--- config.mk ---
export PLATFORM = sky130hd
export DESIGN_NAME = motor_feedback_rx
export DESIGN_NICKNAME = d
export VERILOG_FILES = /design/src/rtl/motor_feedback_rx.sv
export SDC_FILE = /design/constraint.sdc
export NUM_CORES = 1
export LEC_CHECK = 0
export BUFFER_PORTS_ARGS = -buffer_cell sky130_fd_sc_hd__buf_2
export CORE_MARGIN = 2
export CORE_UTILIZATION = 45
export DETAILED_ROUTE_END_ITERATION = 8
export GPL_ROUTABILITY_DRIVEN = 0
export PLACE_DENSITY_LB_ADDON = 0.15
export SKIP_CTS_REPAIR_TIMING = 1
export SYNTH_ARGS = -nofsm -noshare
export SYNTH_HDL_FRONTEND = slang
export SYNTH_SLANG_ARGS = --single-unit
--- constraint.sdc ---
create_clock -name clk -period 2.7 [get_ports clk]
set_clock_uncertainty 0.15 [all_clocks]
set_input_delay 0.405 -clock clk [delete_from_list [all_inputs] [get_ports clk]]
set_output_delay 0.405 -clock clk [all_outputs]
set_load 0.01 [all_outputs]
--- src/rtl/motor_feedback_rx.sv ---
// motor_feedback_rx: 8N1 UART receiver and packet framer for the motor base
// feedback stream; latches payload bytes 0..2 of checksum-verified packets.
module motor_feedback_rx #(
   parameter int         CLKS_PER_BIT = 434,
   parameter logic [7:0] HEADER       = 8'h13,
   parameter int         MAX_LEN      = 16,
   parameter int         TIMEOUT_BITS = 40
) (
   input  logic        clk,
   input  logic        rst,
   input  logic        uart_in,
   output logic [7:0]  pkt_id,
   output logic [15:0] pkt_data,
   output logic        frame_valid,
   output logic        frame_error,
   output logic        busy
);
   localparam int CW  = $clog2(CLKS_PER_BIT);
   localparam int TMO = TIMEOUT_BITS * CLKS_PER_BIT;
   localparam int TW  = $clog2(TMO);
   localparam int IW  = $clog2(MAX_LEN + 1);
   localparam logic [CW-1:0] BIT_END  = CW'(CLKS_PER_BIT - 1);
   localparam logic [CW-1:0] HALF_END = CW'(CLKS_PER_BIT / 2 - 1);
   localparam logic [TW-1:0] TMO_END  = TW'(TMO - 1);
   localparam logic [7:0]    MAX_B    = 8'(MAX_LEN);

   typedef enum logic [1:0] {IDLE, START, DATA, STOP} rx_t;
   typedef enum logic [1:0] {HUNT, LEN, PAYLOAD, CSUM} ps_t;

   logic          sync1, sync2, rx_prev;
   rx_t           rstate, rnext;
   logic [CW-1:0] cnt;
   logic [2:0]    bit_idx;
   logic [7:0]    shreg, byte_q;
   logic          byte_stb, stop_err;
   logic          cnt_clr, take_bit, stop_ok, stop_bad;

   ps_t           pstate, pnext;
   logic [TW-1:0] tcnt;
   logic [7:0]    len, sum, csum, sh0, sh1, sh2;
   logic [IW-1:0] idx;
   logic          tmo, last, good, perr;

   always_comb begin
      rnext    = rstate;
      cnt_clr  = 1'b0;
      take_bit = 1'b0;
      stop_ok  = 1'b0;
      stop_bad = 1'b0;
      unique case (rstate)
         IDLE: begin
            if (rx_prev && !sync2) begin
               rnext   = START;
               cnt_clr = 1'b1;
            end
         end
         START: begin
            // mid start bit: a high line means the edge was a glitch
            if (cnt == HALF_END) begin
               cnt_clr = 1'b1;
               rnext   = sync2 ? IDLE : DATA;
            end
         end
         DATA: begin
            if (cnt == BIT_END) begin
               cnt_clr  = 1'b1;
               take_bit = 1'b1;
               if (bit_idx == 3'd7) rnext = STOP;
            end
         end
         STOP: begin
            if (cnt == BIT_END) begin
               rnext    = IDLE;
               stop_ok  = sync2;
               stop_bad = !sync2;
            end
         end
         default: rnext = IDLE;
      endcase
   end

   always_ff @(posedge clk) begin
      if (rst) begin
         sync1    <= 1'b1;
         sync2    <= 1'b1;
         rx_prev  <= 1'b1;
         rstate   <= IDLE;
         cnt      <= '0;
         bit_idx  <= '0;
         shreg    <= '0;
         byte_q   <= '0;
         byte_stb <= 1'b0;
         stop_err <= 1'b0;
      end else begin
         sync1    <= uart_in;
         sync2    <= sync1;
         rx_prev  <= sync2;
         rstate   <= rnext;
         cnt      <= cnt_clr ? '0 : cnt + 1'b1;
         byte_stb <= stop_ok;
         stop_err <= stop_bad;
         if (rstate != DATA) bit_idx <= '0;
         if (take_bit) begin
            shreg   <= {sync2, shreg[7:1]};
            bit_idx <= bit_idx + 1'b1;
         end
         if (stop_ok) byte_q <= shreg;
      end
   end

   assign csum = sum + byte_q;
   assign last = (8'(idx) == len - 8'd1);
   assign tmo  = (pstate != HUNT) && (rstate == IDLE) && (tcnt == TMO_END);
   assign busy = (pstate != HUNT);

   always_comb begin
      pnext = pstate;
      good  = 1'b0;
      perr  = 1'b0;
      if (stop_err || tmo) begin
         pnext = HUNT;
         perr  = 1'b1;
      end else if (byte_stb) begin
         unique case (pstate)
            HUNT:    if (byte_q == HEADER) pnext = LEN;
            LEN: begin
               if (byte_q == 8'd0 || byte_q > MAX_B) begin
                  perr  = 1'b1;
                  pnext = HUNT;
               end else begin
                  pnext = PAYLOAD;
               end
            end
            PAYLOAD: if (last) pnext = CSUM;
            CSUM: begin
               pnext = HUNT;
               good  = (csum == 8'h00);
               perr  = (csum != 8'h00);
            end
            default: pnext = HUNT;
         endcase
      end
   end

   always_ff @(posedge clk) begin
      if (rst) begin
         pstate      <= HUNT;
         tcnt        <= '0;
         len         <= '0;
         sum         <= '0;
         idx         <= '0;
         sh0         <= '0;
         sh1         <= '0;
         sh2         <= '0;
         pkt_id      <= '0;
         pkt_data    <= '0;
         frame_valid <= 1'b0;
         frame_error <= 1'b0;
      end else begin
         pstate      <= pnext;
         frame_valid <= good;
         frame_error <= perr;
         if (pstate == HUNT || rstate != IDLE || byte_stb) tcnt <= '0;
         else tcnt <= tcnt + 1'b1;
         if (byte_stb) begin
            case (pstate)
               HUNT: sum <= HEADER;
               LEN: begin
                  len <= byte_q;
                  sum <= csum;
                  idx <= '0;
                  sh0 <= '0;
                  sh1 <= '0;
                  sh2 <= '0;
               end
               PAYLOAD: begin
                  sum <= csum;
                  idx <= idx + 1'b1;
                  if (idx == IW'(0)) sh0 <= byte_q;
                  if (idx == IW'(1)) sh1 <= byte_q;
                  if (idx == IW'(2)) sh2 <= byte_q;
               end
               default: ;
            endcase
         end
         if (good) begin
            pkt_id   <= sh0;
            pkt_data <= {sh1, sh2};
         end
      end
   end
endmodule

==> results.md <==
* Max VDD drop at 0.666 mV
* Unique masters post-synth at 58
* Ports at 30
* Grt ovf at 0
* Die ar. at around 14,000 sq um
* Cell Chain, Critical Path: ha_4, a211o_1, a21o_1, a2111oi_4, buf_4, o2111ai_4, clkbuf_16, o31ai_1, a21oi_1
* Ys flop type: dfxtp_1
* Reg2Reg Setup Slack at just over 0.03 ns
* Max-cap viol count at 0
* Clock Latency Late Sink at 0.41 ns
* Fraction of registers with async set/reset at 0
* # setup viols final at 0
* Worst EP required at approximately 2.8 ns
* Post-DP Area at 6180 sq um
* Critical Path Sink Type: flip-flop
* CTS tree: yes
* GRT Util Overall at 0.194
* M1 WL at about 6.2 mm
* LEAKAGE at 0.00259 uW
* Final period utilization at 0.989
* Worst Setup Start Kind: flip-flop
* R2R Path Start: sum[1]
* PnR worst setup slack at roughly 0.03 ns
* Max Slew Vio Count at 0
* Reg clk slew, reported paths at around 0.050 ns
* Synthesis Warnings at 0
* Dpl cells at roughly 830
* Setup CP Type: flip-flop to flip-flop
* R2R Path End: pkt_data[0]
* Slowest-stage cell, CP: dfxtp_2
* # DRC at 0
* Cells on worst reg2reg path at 9
* Layout cells sized above 1 at 0.193
* Drt wl/cell at 15.6 um
* TritonRoute pass-1 iters at 6
* Worst Hold Class: input port to flip-flop
* Vias in the first global route at about 4,500
* First-pass GRT wire length at 21.8 mm
* CP Capture Point: pkt_data[0]
* Die X at between 100 and 150 um
* Critical path arrival at 2.79 ns
* Max Fclk at ~0.37 GHz
* Routed wl met3 at about 560 um
* Worst Path Max Fanout at 6
* CTS H-tree lvls at 4
* Final cell count without fillers at 865
* PD cells at around 600 nW/um^2
* Core Footprint at 12,600 sq um
* Critical path launch point: sum[1]
* Starting Density at 0.461
* Synthesis-to-layout area growth at 19.9%
* Final Instance Area at 6980 sq um
* Clock Sinks at 123
* Worst Tran Pin Value at roughly 0.61 ns
* Post-synth top area share at 0.423
* Vias/cell at about 5.4
* Layout Nets at ~710
* Rel. slew slack at 0.593
* WL met2 at 6.49 mm
* Syn nets at 665
* DRT Wirelength at around 13 mm
* Min Tclk post-route at ~2.7 ns
* Longest Clk Path Bufs at 2
* Final TNS setup at 0 ns
* Dominant cell type by area after synthesis: dfxtp_1
* Status: complete, no violations
* CTS Buf Count at 17
* Unrepaired setup endpoints after global routing: yes
* Initial antenna violation count at 0
* Multi-input combinational cell area at around 3200 sq um
* Seq/Total Area, Yosys at 0.423
* Final Hold Fails at 0
* Storage element area at 2470 sq um
* Dpl hpwl at approximately 8.8 mm
* Synth area leaders: dfxtp_1 (42%), mux2i_1 (6.2%), nor2_1 (5.5%)
* FP Rows at 41
* Worst Hold Slack at 0.0232 ns
* ANT nets after route at 0
* Routed via count at between 4,000 and 5,000
* Syn avg cell area at 9.13 sq um
* Max incr delay on CP at between 0.3 and 0.4 ns
* Synthesized flop and latch total at roughly 120
* Root Driver: clkbuf_16
* Post-synth EDFFs at 0
* Place WS at -0.0173 ns
* Mapped Cells at about 640
* PortBufs at 29
* N_diodes at 0
* Filler Cells Inserted at around 1,200
* Largest net degree at the start of global routing at 60
* Initial drt markers at approximately 310
* Top routing layer used: met4
* DIE HEIGHT at 118 um
* Mapped cell area at roughly 5800 sq um
[per-layer routing]
metal  vias up  GRT usage
met2        89      0.313
met5         -          0
met1      2262      0.246
met4         0     0.0708
li1       2347          -
met3        16     0.0547
[stage by stage]
step,util,power (uW)
after floorplan,-,1910
after global placement,0.490,1920
after detailed placement,0.490,1920
after CTS,0.539,4270
after global routing,0.553,4370
final,0.553,4230
[cell usage in the layout (no fill, tap or decap), types with 3 or more instances in the layout]
cell type  netlist  layout
dfxtp_1        123     119
nor2_1          86      86
a21oi_1         59      57
nand2_1         36      36
mux2i_1         36      36
nand4_1         32      32
buf_2            4      29
nand3_1         23      23
buf_4            0      23
ha_1            23      21
o31ai_2         19      20
inv_1           20      19
clkbuf_16        0      19
xor2_1          18      18
o21ai_0         14      14
xnor2_1         15      13
and2_1          10      10
nor3_1           8       8
and3_1           7       7
or3_1            5       5
o31ai_1          6       5
clkbuf_8         0       5
nor2b_1          4       4
or2_2            4       4
nor4_1           4       4
dfxtp_2          0       4
clkbuf_1        22       4
nor3b_1          3       3
or2_1            3       3
a22oi_1          3       3
nor4b_1          3       3
nor2_2           3       3
bufinv_16        0       3
buf_12           0       3
[Yosys cell counts (all sizes together), types with 2 or more instances]
master,n
a21oi,59
mux2i,36
nor3b,3
or3,5
nor4,5
nor4b,3
buf,12
or2,7
o31ai,25
a2111oi,2
nand3,23
nand4,32
a31oi,2
xnor2,15
inv,20
nor3,8
nor2,89
and3,7
a211oi,3
nand2b,3
a311oi,2
a22oi,3
clkbuf,23
a21o,2
o21ai,17
xor2,18
dfxtp,123
a211o,2
nand2,36
ha,23
nor2b,4
and2,10
[flip-flops by register name, indices dropped and copies added (netlist names), 3 cells and up, named ones only]
register	cells
len	8
bit_idx	3
cnt	9
byte_q	8
pkt_id	8
sum	8
sh0	8
pkt_data	16
shreg	8
idx	5
sh1	8
tcnt	15
sh2	8
[worst max-delay path, delay by kind of cell, from the launching register on]
family                     cells  cell delay [ns]
AOI/OAI and AO/OA              6             1.34
adders and majority gates      1             0.25
buffers and inverters          2             0.42
DFF                            1             0.34
[layout make-up]
| cell class | count | share of cell area |
|---|---|---|
| multi-input cells | 461 | 0.455 |
| flip-flops and latches | 123 | 0.354 |
| clock buffers | 26 | 0.0730 |
| repair buffers | 57 | 0.0613 |
| well taps | 172 | 0.0308 |
| clock inverters | 6 | 0.0154 |
| inverters | 20 | 0.0108 |
[worst min path at each step]
stage / endpoint / start / depth (start not counted)
after floorplan: sync2 / sync1 / 1
after global placement: sync2 / sync1 / 1
after detailed placement: sync2 / sync1 / 1
after CTS: sync1 / uart_in / 2
after global routing: sync1 / uart_in / 2
final: sync1 / uart_in / 2
[cells by family (layout without fill, tap and decap cells)]
kind of cell             Yosys count  count (layout)  share of synthesized area
AND/OR/NAND/NOR                  238             238                      0.202
AO/OA/AOI/OAI                    129             130                      0.164
flip-flops                       123             123                      0.423
buffers and inverters             55             109                     0.0469
multiplexers                      36              36                     0.0619
XOR/XNOR                          33              33                     0.0496
adder cells (fa/ha/maj)           24              24                     0.0529
[report_power, final]
part           total (uW)  switching [uW]  internal (uW)
Clock                2340             772           1570
Sequential           1830            6.09           1820
Combinational        55.1            39.6           15.5
Power figures use the tool's default switching activity.
